==> config.mk <==
export PLATFORM = sky130hd
export DESIGN_NAME = layer_out_serializer
export DESIGN_NICKNAME = d
export VERILOG_FILES = /design/src/rtl/layer_out_serializer.sv
export SDC_FILE = /design/constraint.sdc
export NUM_CORES = 1
export LEC_CHECK = 0
export ABC_AREA = 1
export CAP_MARGIN = 25
export CORE_AREA = 2 2 386 197
export CTS_BUF_LIST = sky130_fd_sc_hd__clkbuf_8
export DETAILED_ROUTE_END_ITERATION = 8
export DIE_AREA = 0 0 388 199
export PLACE_DENSITY = 0.56
export SLEW_MARGIN = 25
export SYNTH_ARGS = -nofsm -noshare
export SYNTH_HDL_FRONTEND = slang
export SYNTH_SLANG_ARGS = --single-unit
==> constraint.sdc <==
create_clock -name clk -period 53.1 [get_ports clk]
set_input_delay 10.62 -clock clk [delete_from_list [all_inputs] [get_ports clk]]
set_output_delay 10.62 -clock clk [all_outputs]
set_load 0.01 [all_outputs]
==> src/rtl/layer_out_serializer.sv <==
// Captures a packed vector of NN neuron outputs and streams it one word per cycle, neuron 0 first.
// Optional LAYER_SER_OVERRUN_DETECT_EN builds a sticky flag for capture requests dropped while busy.
module layer_out_serializer #(
  parameter int NN        = 30,
  parameter int dataWidth = 16
) (
  input  logic                    clk,
  input  logic                    rst,
  input  logic [NN-1:0]           o_valid,
  input  logic [NN*dataWidth-1:0] x_out,
  output logic                    x_valid,
  output logic [dataWidth-1:0]    x_in,
  output logic                    busy,
  output logic                    overrun_err
);

  localparam int IW = (NN > 1) ? $clog2(NN) : 1;
  localparam logic [IW-1:0] LAST = IW'(NN - 1);

  typedef enum logic {IDLE, SEND} state_t;

  state_t                  state;
  logic [IW-1:0]           index;
  logic [IW-1:0]           index_nxt;
  logic [NN*dataWidth-1:0] buffer;
  logic                    capture;
  logic                    unused_valid;

  // index always names the word currently presented on x_in.
  assign capture      = o_valid[0] && ((state == IDLE) || (index == LAST));
  assign index_nxt    = index + 1'b1;
  assign busy         = (state == SEND);
  assign unused_valid = &{1'b0, o_valid};

  always_ff @(posedge clk or posedge rst) begin
    if (rst) begin
      state   <= IDLE;
      index   <= '0;
      buffer  <= '0;
      x_valid <= 1'b0;
      x_in    <= '0;
    end else if (capture) begin
      // Word 0 comes straight from x_out so it appears the cycle after capture.
      buffer  <= x_out;
      index   <= '0;
      state   <= SEND;
      x_valid <= 1'b1;
      x_in    <= x_out[dataWidth-1:0];
    end else if (state == SEND) begin
      if (index == LAST) begin
        state   <= IDLE;
        index   <= '0;
        x_valid <= 1'b0;
      end else begin
        index <= index_nxt;
        x_in  <= buffer[index_nxt*dataWidth +: dataWidth];
      end
    end
  end

`ifdef LAYER_SER_OVERRUN_DETECT_EN
  logic ignored;
  assign ignored = o_valid[0] && (state == SEND) && (index != LAST);

  always_ff @(posedge clk or posedge rst) begin
    if (rst) begin
      overrun_err <= 1'b0;
    end else if (ignored) begin
      overrun_err <= 1'b1;
    end
  end
`else
  assign overrun_err = 1'b0;
`endif

endmodule

==> Word-level counts from Yosys, hierarchy flattened <==
Index checks and enable logic that the tools add are counted.
W data, S select, Z words.
{ "word_totals": {"reg_bits": 503, "input_bits": 512, "wordCells": 28} }
{ "classes": {"addsub": 1, "n_eq_ne": 2, "shifts": 1, "mux": 12, "bitwise_logic": 1, "n_reduce_logical": 6} }
{ "op_table": {"columns": ["operator", "count"], "rows": [
  ["$shiftx A480 B10 Y16", 1],
  ["$mux W16", 3],
  ["$mux W5", 3],
  ["$mux W1", 6],
  ["$add A5 B1 Y5 const B", 1],
  ["$eq A5 B5 Y1 const B", 1],
  ["$reduce_and A2 Y1", 2],
  ["$reduce_bool A2 Y1", 2],
  ["$ne A2 B2 Y1 const B", 1],
  ["$logic_and A1 B1 Y1", 1],
  ["$logic_or A1 B1 Y1", 1],
  ["$not A1 Y1", 1]
]} }

==> Logic depth before layout (Yosys ltp) <==
{ "logic_depth": {"depth_word": 5, "ltp_mapped": 13, "ltp_nobuf": 12} }

==> Worst setup path after synthesis <==
OpenSTA, ideal clock, no wires.
{ "synth_path": {"kind": "in2reg", "start": "input port o_valid[0]", "end": "register buffer[263]", "t_arrival_ns": 11.564, "path_slack_ns": 41.471, "stages": 7, "path_buffers": 3, "path_cell_list": "clkinv_1 > nor2_4 > buf_4 > buf_4 > buf_2 > nand2_1 > nand2_1"} }
{ "synth_between": {"elab_chain_len": 1} }
{ "synth_rtl": {"columns": ["element", "line", "source"], "rows": [
  ["start, declared", "9", "input logic [NN-1:0] o_valid,"],
  ["$logic_and A1 B1 Y1", "30", "assign capture = o_valid[0] && ((state == IDLE) || (index == LAST));"],
  ["end signal, assigned", "44", "buffer <= x_out;"],
  ["end, declared", "25", "logic [NN*dataWidth-1:0] buffer;"]
]} }
No other way between the ends.
A chain may end at the register's enable or synchronous reset.

==> Worst setup path in the final report <==
{ "layout_path": {"start": "input port o_valid[0]", "end": "register buffer[139]"} }
Same word-level chain as after synthesis.

==> flow_metrics.tcl <==
set metrics [dict create \
    synth_edf_count 0 \
    floorplan.initialDensity 0.327 \
    worstPathMaxFanout 89 \
    hold_class "flip-flop to flip-flop" \
    crit_arrival_ns 14.55 \
    max_stage_delay_ns 0.78 \
    ys_ff_latch 503 \
    fmax_mhz 71.8 \
    drt_wl_total_mm 91.2 \
    fin_worst_skew_ns 0.0245 \
    cts_buffers 80 \
    grt_pass1_wl_mm 135 \
    ff_latch_area_mm2 0.0126 \
    finalSetupViolations 0 \
    drt_iter0_markers 1811 \
    vias 21900 \
    cp.required_ns 53.72 \
    fin_tns_setup_ns 0 \
    synth_area_leaders "dfrtp_1, nand2_1, nand3_1, o21ai_0, inv_1" \
    slew_headroom 0.336 \
    die_y_um 199 \
    path_clk_slew_ns 0.06 \
    cts-resized-gates 0 \
    area_growth_pct 29.3 \
    r2r_setup_slack_ns 48.43 \
    clock-sinks 503 \
    syn_area_mm2 0.0242 \
    track_usage 0.236 \
    synth_warnings 0 \
    crit_chain "clkdlybuf4s50_1 -> clkinv_1 -> nor2_4 -> buf_4 -> buf_4 -> buf_4 -> nand2_1 -> o21ai_0" \
    worst_skew_pair.late_latency_ns 0.72 \
    cp-end-kind "flip-flop" \
    multiInputGateArea_mm2 0.00940 \
    synth_top_area_share 0.520 \
    path_class "input port to flip-flop" \
    power_density_mw_per_mm2 63.5 \
    core_mm2 0.0741 \
    gp_congestion 0.851 \
    worst_pin_slew_ns 0.997 \
    min_period_ns 13.92 \
    clock-root-buffer "clkbuf_8" \
    async_flop_share 1.00 \
    vias_per_cell 4.65 \
    antenna_found_initial 5 \
    fillers 7715 \
    mostFrequentLayoutCell "nand2_1" \
    worst_hold_slack_ns 0.470 \
    dieWidth_um 388 \
    post_drt_wl_per_cell_um 19.3 \
    drt_first_pass_iters 5 \
    grt_overflow_total 0 \
    ant_nets 0 \
    portBuffers 500 \
    drc 0 \
    slew_violations 0 \
    maxCapViolations 0 \
    total_power_uw 1990 \
    clk_path_buf_depth 3 \
    grt_pass1_vias 21100 \
    crit_top_cell "buf_4" \
    syn_nets 3792 \
    postCtsHoldBufs 0 \
    peakVddDrop_mv 0.0281 \
    seq_area_frac_synth 0.520 \
    cts_max_level 3 \
    synth-main-ff-cell "dfrtp_1" \
    placementRows 71 \
    cpMaxStageDelayCell "buf_4" \
    yosys.area.top_type "dfrtp_1" \
    die_area_mm2 0.0772 \
    yosysUniqueCellTypes 23 \
    post-cts-setup-buffers 0 \
    avgSynthCellArea_um2 7.38 \
    start_kind "input port" \
    io_pins 531 \
    drive_gt1_frac 0.0402 \
    cts_tree "built" \
    hold_violations 0 \
    status "finished, final reports clean" \
    most-common-layout-cells "nand2_1, dfrtp_1, clkdlybuf4s50_1" \
    grt_start_max_net_pins 237 \
    power.leakage_uw 0.0150 \
    fin_nets 4191 \
    rsz0062_at_grt "no" \
    dp_hpwl_mm 63.3 \
    syn_inst 3278 \
    fin_crit_sh 0.262 \
]
[stage by stage]
step | instance area, µm² | utilization | instances | setup WS [ns]
floorplan | 24200 | - | 3278 | 28.44
global placement | 29700 | 0.401 | 4580 | 38.23
detailed placement | 29700 | 0.401 | 4580 | 38.26
CTS | 31300 | 0.422 | 4717 | 39.09
global route | 31300 | 0.422 | 4718 | 38.81
finish | 31300 | 0.422 | 4718 | 39.18
[path summary, 6_finish.rpt]
path | startpoint | to | depth (start not counted)
setup / recovery | o_valid[0] | buffer[139] | 8
hold / removal | buffer[63] | buffer[63] | 2
setup reg to reg | index[0] | buffer[139] | 10
hold reg to reg | buffer[63] | buffer[63] | 2
max in group asynchronous | rst | buffer[263] | 5
min in group asynchronous | rst | buffer[397] | 2
[registers in the layout, summed over array words and instances, names as in the netlist]
register and count:
x_in 16, x_valid 1, busy 1, buffer 480
index 5
[cells in the mapped netlist, types with 2 or more instances]
cell type and number:
a21oi_1 16, inv_2 4, nor2_1 85, nand2_1 1413
ha_1 2, dfrtp_1 503, buf_1 24, o21ai_1 60
clkbuf_1 71, inv_1 323, buf_4 26, o21ai_0 294
nand3_1 356, buf_2 91, xor2_2 2
[critical path, delay by kind of cell]
kind,cells,cell delay (ns)
AND/OR/NAND/NOR,2,0.49
buffers and inverters,5,3.23
AO/OA/AOI/OAI,1,0.12
[kinds of logic after synthesis]
logic type | after synthesis | synth area share
buf+inv | 540 | 0.0925
other cells | 1 | 0.000155
flops | 503 | 0.520
simple gates | 1857 | 0.307
compound gates | 371 | 0.0768
fa+ha+maj | 2 | 0.00103
xor+xnor | 4 | 0.00207
[report_power, final]
part	total [µW]	switching (µW)	leakage (µW)	internal [µW]
sequential	624	65.8	0.00614	558
combinational	1020	718	0.00799	305
clock	339	169	0.000904	170
[cell type report]
| cell class | count | area share |
|---|---|---|
| sequential | 503 | 0.402 |
| multi-input combinational | 2235 | 0.301 |
| inverter | 328 | 0.0402 |
| timing repair buffer | 529 | 0.168 |
| tap | 985 | 0.0394 |
| clock buffer | 93 | 0.0409 |
| clock inverter | 44 | 0.00892 |
| antenna | 1 | 0.0000800 |
[per-layer routing]
layer	track usage	wire [µm]	up-vias
met5	0	27	-
met4	0.0461	1390	4
met3	0.0637	6560	102
met2	0.326	37100	606
met1	0.363	46200	10300
li1	-	-	10900
(Power assumes the default switching activity.)
